===== config.mk =====
export PLATFORM = sky130hd
export DESIGN_NAME = fetch_unit
export DESIGN_NICKNAME = d
export VERILOG_FILES = /design/src/rtl/fetch_unit.sv
export SDC_FILE = /design/constraint.sdc
export NUM_CORES = 1
export LEC_CHECK = 0
export CAP_MARGIN = 30
export CORE_MARGIN = 2
export CORE_UTILIZATION = 41
export DETAILED_ROUTE_END_ITERATION = 6
export PLACE_DENSITY_LB_ADDON = 0.15
export SLEW_MARGIN = 20
export SYNTH_ARGS = -nofsm -noshare
export SYNTH_HDL_FRONTEND = slang
export SYNTH_SLANG_ARGS = --single-unit

===== constraint.sdc =====
create_clock -name clk -period 2.9 [get_ports clk]
set_input_delay 0.58 -clock clk [delete_from_list [all_inputs] [get_ports clk]]
set_output_delay 0.58 -clock clk [all_outputs]
set_load 0.05 [all_outputs]

===== src/rtl/fetch_unit.sv =====
// fetch_unit: RISC-V instruction-fetch stage owning the PC, the IF/ID register and redirect/fault handling.
// Define FETCH_PERF_CNT_EN to build the saturating perf_fetched / perf_stall counters; otherwise both read 0.
module fetch_unit #(
  parameter int unsigned          WORD_SIZE = 32,
  parameter int unsigned          MEM_DEPTH = 256,
  parameter logic [WORD_SIZE-1:0] RESET_PC  = '0
) (
  input  logic                 clk,
  input  logic                 rst_n,
  output logic [WORD_SIZE-1:0] imem_addr,
  input  logic [WORD_SIZE-1:0] imem_instr,
  input  logic                 redirect_valid,
  input  logic [WORD_SIZE-1:0] redirect_pc,
  output logic                 out_valid,
  input  logic                 out_ready,
  output logic [WORD_SIZE-1:0] out_instr,
  output logic [WORD_SIZE-1:0] out_pc,
  output logic                 fetch_fault,
  output logic [WORD_SIZE-1:0] fault_pc,
  output logic [31:0]          perf_fetched,
  output logic [31:0]          perf_stall
);

  typedef enum logic {ST_RUN = 1'b0, ST_FAULT = 1'b1} state_e;

  localparam logic [WORD_SIZE-1:0] DEPTH_W = WORD_SIZE'(MEM_DEPTH);
  localparam logic [WORD_SIZE-1:0] PC_STEP = WORD_SIZE'(4);

  state_e               r_state, w_state_nxt;
  logic [WORD_SIZE-1:0] r_pc, w_pc_nxt;
  logic [WORD_SIZE-1:0] r_out_instr, r_out_pc, r_fault_pc;
  logic                 r_valid_q, w_valid_nxt;
  logic                 w_pc_bad, w_load, w_fault_entry, w_drain;

  // Word index compared zero-extended so any WORD_SIZE works against the depth.
  assign w_pc_bad      = (r_pc[1:0] != 2'b00) || ({2'b00, r_pc[WORD_SIZE-1:2]} >= DEPTH_W);
  assign w_fault_entry = (r_state == ST_RUN) & ~redirect_valid & w_pc_bad;
  assign w_load        = (r_state == ST_RUN) & ~redirect_valid & ~w_pc_bad & (~r_valid_q | out_ready);
  assign w_drain       = r_valid_q & out_ready;

  always_comb begin
    // NOTE: every signal driven here gets a default first, so no path can infer a latch.
    w_state_nxt = r_state;
    w_pc_nxt    = r_pc;
    w_valid_nxt = r_valid_q;
    if (redirect_valid) begin
      w_state_nxt = ST_RUN;
      w_pc_nxt    = redirect_pc;
      w_valid_nxt = 1'b0;
    end else if (w_fault_entry) begin
      w_state_nxt = ST_FAULT;
      if (w_drain) w_valid_nxt = 1'b0;
    end else if (w_load) begin
      w_pc_nxt    = r_pc + PC_STEP;
      w_valid_nxt = 1'b1;
    end else if (w_drain) begin
      w_valid_nxt = 1'b0;
    end
  end

  // NOTE: state uses non-blocking assignments so every flop samples pre-edge values.
  always_ff @(posedge clk or negedge rst_n) begin
    if (!rst_n) begin
      r_state     <= ST_RUN;
      r_pc        <= RESET_PC;
      r_valid_q   <= 1'b0;
      r_out_instr <= '0;
      r_out_pc    <= '0;
      r_fault_pc  <= '0;
    end else begin
      r_state   <= w_state_nxt;
      r_pc      <= w_pc_nxt;
      r_valid_q <= w_valid_nxt;
      if (w_load) begin
        r_out_instr <= imem_instr;
        r_out_pc    <= r_pc;
      end
      if (w_fault_entry) r_fault_pc <= r_pc;
    end
  end

  assign imem_addr   = r_pc;
  assign out_valid   = r_valid_q & ~redirect_valid;
  assign out_instr   = r_out_instr;
  assign out_pc      = r_out_pc;
  assign fetch_fault = (r_state == ST_FAULT);
  assign fault_pc    = r_fault_pc;

`ifdef FETCH_PERF_CNT_EN
  logic [31:0] r_perf_fetched, r_perf_stall;
  logic        w_accept, w_stall;

  assign w_accept = out_valid & out_ready;
  assign w_stall  = r_valid_q & ~out_ready;

  always_ff @(posedge clk or negedge rst_n) begin
    if (!rst_n) begin
      r_perf_fetched <= '0;
      r_perf_stall   <= '0;
    end else begin
      if (w_accept && (r_perf_fetched != '1)) r_perf_fetched <= r_perf_fetched + 32'd1;
      if (w_stall && (r_perf_stall != '1))    r_perf_stall   <= r_perf_stall + 32'd1;
    end
  end

  assign perf_fetched = r_perf_fetched;
  assign perf_stall   = r_perf_stall;
`else
  assign perf_fetched = '0;
  assign perf_stall   = '0;
`endif

endmodule


# Yosys cells after proc, flatten, opt, wreduce, memory -nomap -nowiden
# Index checks and enable logic that the tools add are counted.
# classes
muxes,9
eq_ne,1
order_cmp,1
addsub,1
reduce_logical,5
n_bitwise,11
# ops
operator,n
32-bit two-way mux,3
32-bit by 3-bit adder with 32-bit output (second input constant),1
30-bit by 9-bit greater-or-equal comparator with 1-bit output (second input constant),1
1-bit bitwise AND,6
1-bit two-way mux,6
2-bit nonzero test,3
1-bit inverter,4
2-bit inequality test (second input constant),1
2-bit AND reduction,1
1-bit logical OR,1
1-bit OR,1
# word_totals
ff_bits,130
wordCells,34
inputBits,68

# Depth between registers and ports, before layout
# Gate-level depths: netlist (run 1).
# logic_depth
word_depth,8
depth_mapped,5

# Worst setup path before layout (run 1)
# OpenSTA, ideal clock, no wires.
# synth_path
path_kind,input to output
from,in redirect_valid
to,out out_valid
arrival_ns,1.688
slack_ns,0.632
cell_stages,3
path_buffers,2
path_cell_list,clkbuf_1 > clkbuf_1 > nor2b_1
# synth_between
elab_chain_len,2
# synth_lines
element,line_no,text
"start, declared",12,"input logic redirect_valid,"
1-bit inverter,83,assign out_valid = r_valid_q & ~redirect_valid;
1-bit bitwise AND,83,
"end, declared",14,"output logic out_valid,"
# Every way passes these cells.

# Worst setup path after layout (run 1)
# layout_path
from,reg r_pc[3] (netlist: imem_addr[3])
to,out imem_addr[3]
# layout_lines
element,line_no,text
"start, declared",30,"logic [WORD_SIZE-1:0] r_pc, w_pc_nxt;"
"start signal, assigned",72,r_pc <= w_pc_nxt;
"end, declared",10,"output logic [WORD_SIZE-1:0] imem_addr,"
# No word-level cell between the ends.

==> results of run 1 <==
-- stage by stage --
| stage | std cells | hold WS (ps) | utilization, % |
|---|---|---|---|
| final | 800 | 183 | 61.6 |
| after global routing | 800 | 243 | 61.6 |
| after global placement | 768 | 467 | 56.7 |
| after floorplan | 468 | 284 | - |
| after CTS | 800 | 217 | 61.6 |
| after detailed placement | 768 | 474 | 56.7 |
-- registers in the layout (all words and copies together), names as in the netlist --
register / flops
fault_pc: 32
fetch_fault: 1
imem_addr: 32
out_instr: 32
out_pc: 32
r_valid_q: 1
-- report_power, final --
group	leakage, nW	internal (W)	switching, W
Clock	0.310	0.00157	0.000748
Combinational	1.73	0.000423	0.000851
Sequential	1.67	0.00195	0.000112
Total	3.71	0.00394	0.00171
-- kinds of logic (layout without fill, tap and decap cells) --
kind of cell / Yosys count / after routing / share of synthesized area, %
multiplexers: 95 / 95 / 19.3
buffers and inverters: 84 / 240 / 10.3
AO/OA/AOI/OAI: 19 / 19 / 2.39
AND/OR/NAND/NOR: 74 / 74 / 8.99
other: 1 / 64 / 0.0675
flip-flops: 130 / 130 / 58.6
adder cells (fa/ha/maj): 2 / 2 / 0.450
-- layout make-up --
type | instances | area (um2) | area share, %
Sequential cell | 130 | 3250 | 39.9
Timing Repair Buffer | 204 | 2040 | 25.1
Multi-Input combinational cell | 254 | 1980 | 24.3
Clock buffer | 22 | 464 | 5.69
Tap cell | 176 | 220 | 2.70
Clock inverter | 10 | 180 | 2.21
Inverter | 4 | 15.0 | 0.184
-- routing by layer --
metal,GRT usage (%),vias up
met5,0,-
met4,6.90,0
met3,7.88,19
met2,28.2,178
met1,22.3,1813
li1,-,1693
-- worst paths after layout --
kind                          startpoint  slack, ps  cells after the start           end
max                         imem_addr[3]        520                      1  imem_addr[3]
min                                rst_n        180                      1    out_pc[30]
max reg2reg                imem_addr[24]        670                      5  out_instr[5]
min reg2reg                    out_pc[6]        480                      1     out_pc[6]
max in group asynchronous          rst_n       1930                      2   fault_pc[7]
min in group clk               out_pc[6]        480                      1     out_pc[6]
-- cell usage after synthesis --
| master | number |
|---|---|
| a31oi_1 | 4 |
| clkbuf_1 | 9 |
| a211o_1 | 1 |
| o31ai_1 | 4 |
| nor4b_1 | 1 |
| inv_1 | 4 |
| or3_1 | 5 |
| o21ai_0 | 2 |
| and4b_1 | 1 |
| conb_1 | 1 |
| nand3_1 | 5 |
| nand2_1 | 6 |
| dfrtp_1 | 130 |
| nor4_1 | 1 |
| nand4b_1 | 2 |
| o21ai_1 | 1 |
| nand2b_1 | 1 |
| mux2_1 | 36 |
| buf_4 | 67 |
| or4_1 | 3 |
| nor2b_1 | 27 |
| nor3_1 | 2 |
| nor3_4 | 1 |
| o311a_1 | 1 |
| and3b_1 | 1 |
| nand3b_1 | 1 |
| a22oi_1 | 2 |
| and4_1 | 2 |
| ha_1 | 2 |
| o211ai_1 | 2 |
| mux2_2 | 59 |
| a21oi_1 | 1 |
| and2_1 | 1 |
| nor2_1 | 7 |
| nand4_2 | 1 |
| nor4_2 | 6 |
| a2bb2oi_1 | 1 |
| buf_2 | 4 |
-- worst reg2reg max path: cells and delay by family, from the launching register on --
family	cells	cell delay [ps]
flops	1	420
mux	1	440
simple gates	3	930
buf+inv	1	310
==> run metrics, run 1 <==
status finished clean; Core Region between 0.01 and 0.015 mm2; TNS Setup 0 ps; DRC viols 0; antenna viol nets, final 0; slew margin rel. between 50% and 60%; post-synthesis register bit count 130; Ant. Diodes 0; Crit. End Element primary output; sequential share of the synthesized area 58.6%; cell leakage power 3.71 nW; worst hold path type in2async; Max Transition Viols Final 0; actual slew at the worst max-slew pin 716 ps; critical setup path kind reg2out; WL final 12800 um; final hold violation count 0; final worst path period need approximately 2400 ps; final-stage net count 681; met3 WL post-DR 1330 um; hold_buf cts 0; Yosys top cell by area dfrtp_1; Buf/Inv on CP 1; CTS-repair resized insts 0; Finished Cell Area between 0.008 and 0.009 mm2; gr usage total around 18%; synth top area cells dfrtp_1, mux2_2, buf_4; share of cells above drive strength 1 17.1%; vias per cell 4.63; Vert. Die Dim between 100 and 150 um; max-cap violations 0; DIE WIDTH between 100 and 150 um; H-Tree Depth 4; Highest Signal Layer met4; Syn Area/Cell 13.7 um2; Initial Util 42.0%; IO Pins 262; first-pass GRT wire length 20100 um; Crit Path Max Fanout 9; Synth Instances 405; total setup buffers inserted after CTS 0; Final setup viols 0; Netlist cell types 38; most common library cell in the layout ignoring fill and taps clkdlybuf4s50_1; final worst-path cycle share between 80% and 90%; number of fill cells 1061; clk_lat worst skew ~410 ps; total power draw 0.00565 W; Initial DRT Pass Iterations 4; power per cell area 693 mW/mm2; pre-CTS setup slack 435 ps; RSZ-0062 raised after global routing no; Crit path max-delay family buffers and inverters; row cnt 42; Routed WL per cell about 16 um; crit-path cells clkdlybuf4s50_1; CTS Buf Count 17; Max Clock Freq 419 MHz; cell with the largest stage delay on the worst path clkdlybuf4s50_1; initial antenna violation count 0; GP Congestion 0.747; Post-Syn Area roughly 0.0056 mm2; most frequent cells in the layout clkdlybuf4s50_1, dfrtp_1, conb_1, mux2_2, mux2_1; GRT overflow 0; Setup WS post-layout 516 ps; peak supply drop between 0.0006 and 0.0007 V; HPWL Detailed 9090 um; Ys Warns 0; TritonCTS clock tree yes; Max clock buf depth 2; DR vias 3703; DR iter-0 viols about 140; Root Driver clkbuf_16; DP Area 0.00751 mm2; CP peak stage delay 890 ps; CP arrival 1800 ps; Die ar. between 0.01 and 0.015 mm2; Synth top area share 58.6%; Critical Path RT roughly 2300 ps; CTS Sinks 130; largest net degree at the start of global routing 79; Metal-1 WL 5120 um; vias in the first global route between 3000 and 4000; Worst-path clk slew 60 ps; port bufs approximately 200; met2 WL 6110 um; Fin Clk Skew between 10 and 15 ps; CP Launch Type flop; synth-to-layout area growth 46.8%
(Power assumes the default switching activity.)
==> run 2, diff against run 1 <==
clock period = 2.4 ns   (was 2.9 ns; I/O delays follow)
==> run metrics, run 2 (synthesis gave the netlist of run 1 again) <==
largest net degree at the start of global routing 64; cell with the largest stage delay on the worst path clkdlybuf4s50_1; actual slew at the worst max-slew pin 580 ps; Fin Clk Skew 8.16 ps; Finished Cell Area 0.00816 mm2; power per cell area 807 mW/mm2; GRT overflow 0; CP Launch Type flop; Crit. End Element primary output; total power draw about 0.0066 W; DIE WIDTH around 120 um; TritonCTS clock tree yes; Core Region 0.0132 mm2; Max Clock Freq between 400 and 500 MHz; number of fill cells 1067; Ant. Diodes 0; synth-to-layout area growth 47.0%; max-cap violations 0; final-stage net count ~700; status finished clean; DR iter-0 viols 136; most frequent cells in the layout clkdlybuf4s50_1, dfrtp_1, conb_1, mux2_2, mux2_1; CP arrival about 1800 ps; IO Pins between 200 and 300; Final setup viols 0; Crit path max-delay family buffers and inverters; DRC viols 0; Die ar. roughly 0.014 mm2; Initial DRT Pass Iterations 4; Crit Path Max Fanout 7; critical setup path kind reg2out; clk_lat worst skew 410 ps; final worst-path cycle share about 94%; most common library cell in the layout ignoring fill and taps clkdlybuf4s50_1; gr usage total 18.4%; crit-path cells clkdlybuf4s50_1; peak supply drop ~0.00055 V; hold_buf cts 0; worst hold path type in2async; DP Area about 0.0076 mm2; CTS Buf Count 17; final worst path period need approximately 2200 ps; Initial Util 42.0%; first-pass GRT wire length 20300 um; slew margin rel. about three fifths; Buf/Inv on CP 1; cell leakage power 3.72 nW; RSZ-0062 raised after global routing no; row cnt 42; Setup WS post-layout between 150 and 200 ps; WL final 13000 um; HPWL Detailed 9290 um; pre-CTS setup slack 61.0 ps; vias per cell 4.60; antenna viol nets, final 0; Max clock buf depth 2; Worst-path clk slew ~60 ps; final hold violation count 0; Max Transition Viols Final 0; initial antenna violation count 0; CP peak stage delay 860 ps; port bufs 197; CTS Sinks 130; share of cells above drive strength 1 around 18%; CTS-repair resized insts 0; Critical Path RT 1920 ps; Root Driver clkbuf_16; Vert. Die Dim 120 um; TNS Setup 0 ps; total setup buffers inserted after CTS 0; GP Congestion 0.821; DR vias 3705; H-Tree Depth 4; vias in the first global route about 3800; Routed WL per cell 16.1 um
==> run 2: cell count changes in the layout (fill, tap and decap cells not counted), sizes merged <==
cell	change
buf	+6
bufinv	-2
clkbuf	-2
clkinv	+2
clkinvlp	+1
==> run 2: per-layer routing <==
layer / GRT usage [%] / part of all wire (%) / vias to the layer above
met5: 0 / 0 / -
met1: 22.9 / 41 / 1794
met4: 6.10 / 1.7 / 0
li1: - / - / 1708
met2: 28.1 / 47 / 185
met3: 8.77 / 10 / 18
==> run 2: final timing paths <==
kind,from,to,slack (ps),depth (start not counted)
setup / recovery,imem_addr[8],imem_addr[8],150,1
hold / removal,rst_n,out_pc[30],30,1
setup reg to reg,imem_addr[24],out_instr[31],230,5
hold reg to reg,out_instr[22],out_instr[22],480,1
max in group asynchronous,rst_n,out_instr[19],1590,2
min in group clk,redirect_valid,r_valid_q,330,2
==> run 2: power breakdown <==
group | internal [W] | leakage (nW) | switching [W] | total (W)
logic | 0.000523 | 1.77 | 0.00104 | 0.00157
registers | 0.00236 | 1.67 | 0.000128 | 0.00248
clock network | 0.00164 | 0.281 | 0.000899 | 0.00254
==> run 2: area by class of cell <==
type	instances	area, um2	share of cell area [%]
clock buffers	20	447	5.47
clock inverters	11	138	1.69
inverters	4	15.0	0.184
multi-input cells	254	1980	24.2
flip-flops and latches	130	3250	39.8
well taps	176	220	2.70
repair buffers	210	2110	25.9
==> run 2: per-stage QoR <==
| stage | instances | hold WS (ps) | utilization, % |
|---|---|---|---|
| after CTS | 805 | 62.2 | 61.6 |
| after detailed placement | 774 | 475 | 57.2 |
| after global routing | 805 | 77.9 | 61.6 |
| after floorplan | 468 | 184 | - |
| after global placement | 774 | 467 | 57.2 |
| final | 805 | 32.4 | 61.6 |
==> run 2: worst register-to-register path: cells and delay by family (launching register included) <==
kind,cells,cell delay (ps)
and+or+nand+nor,3,990
DFF,1,430
muxes,1,370
buffers and inverters,1,270
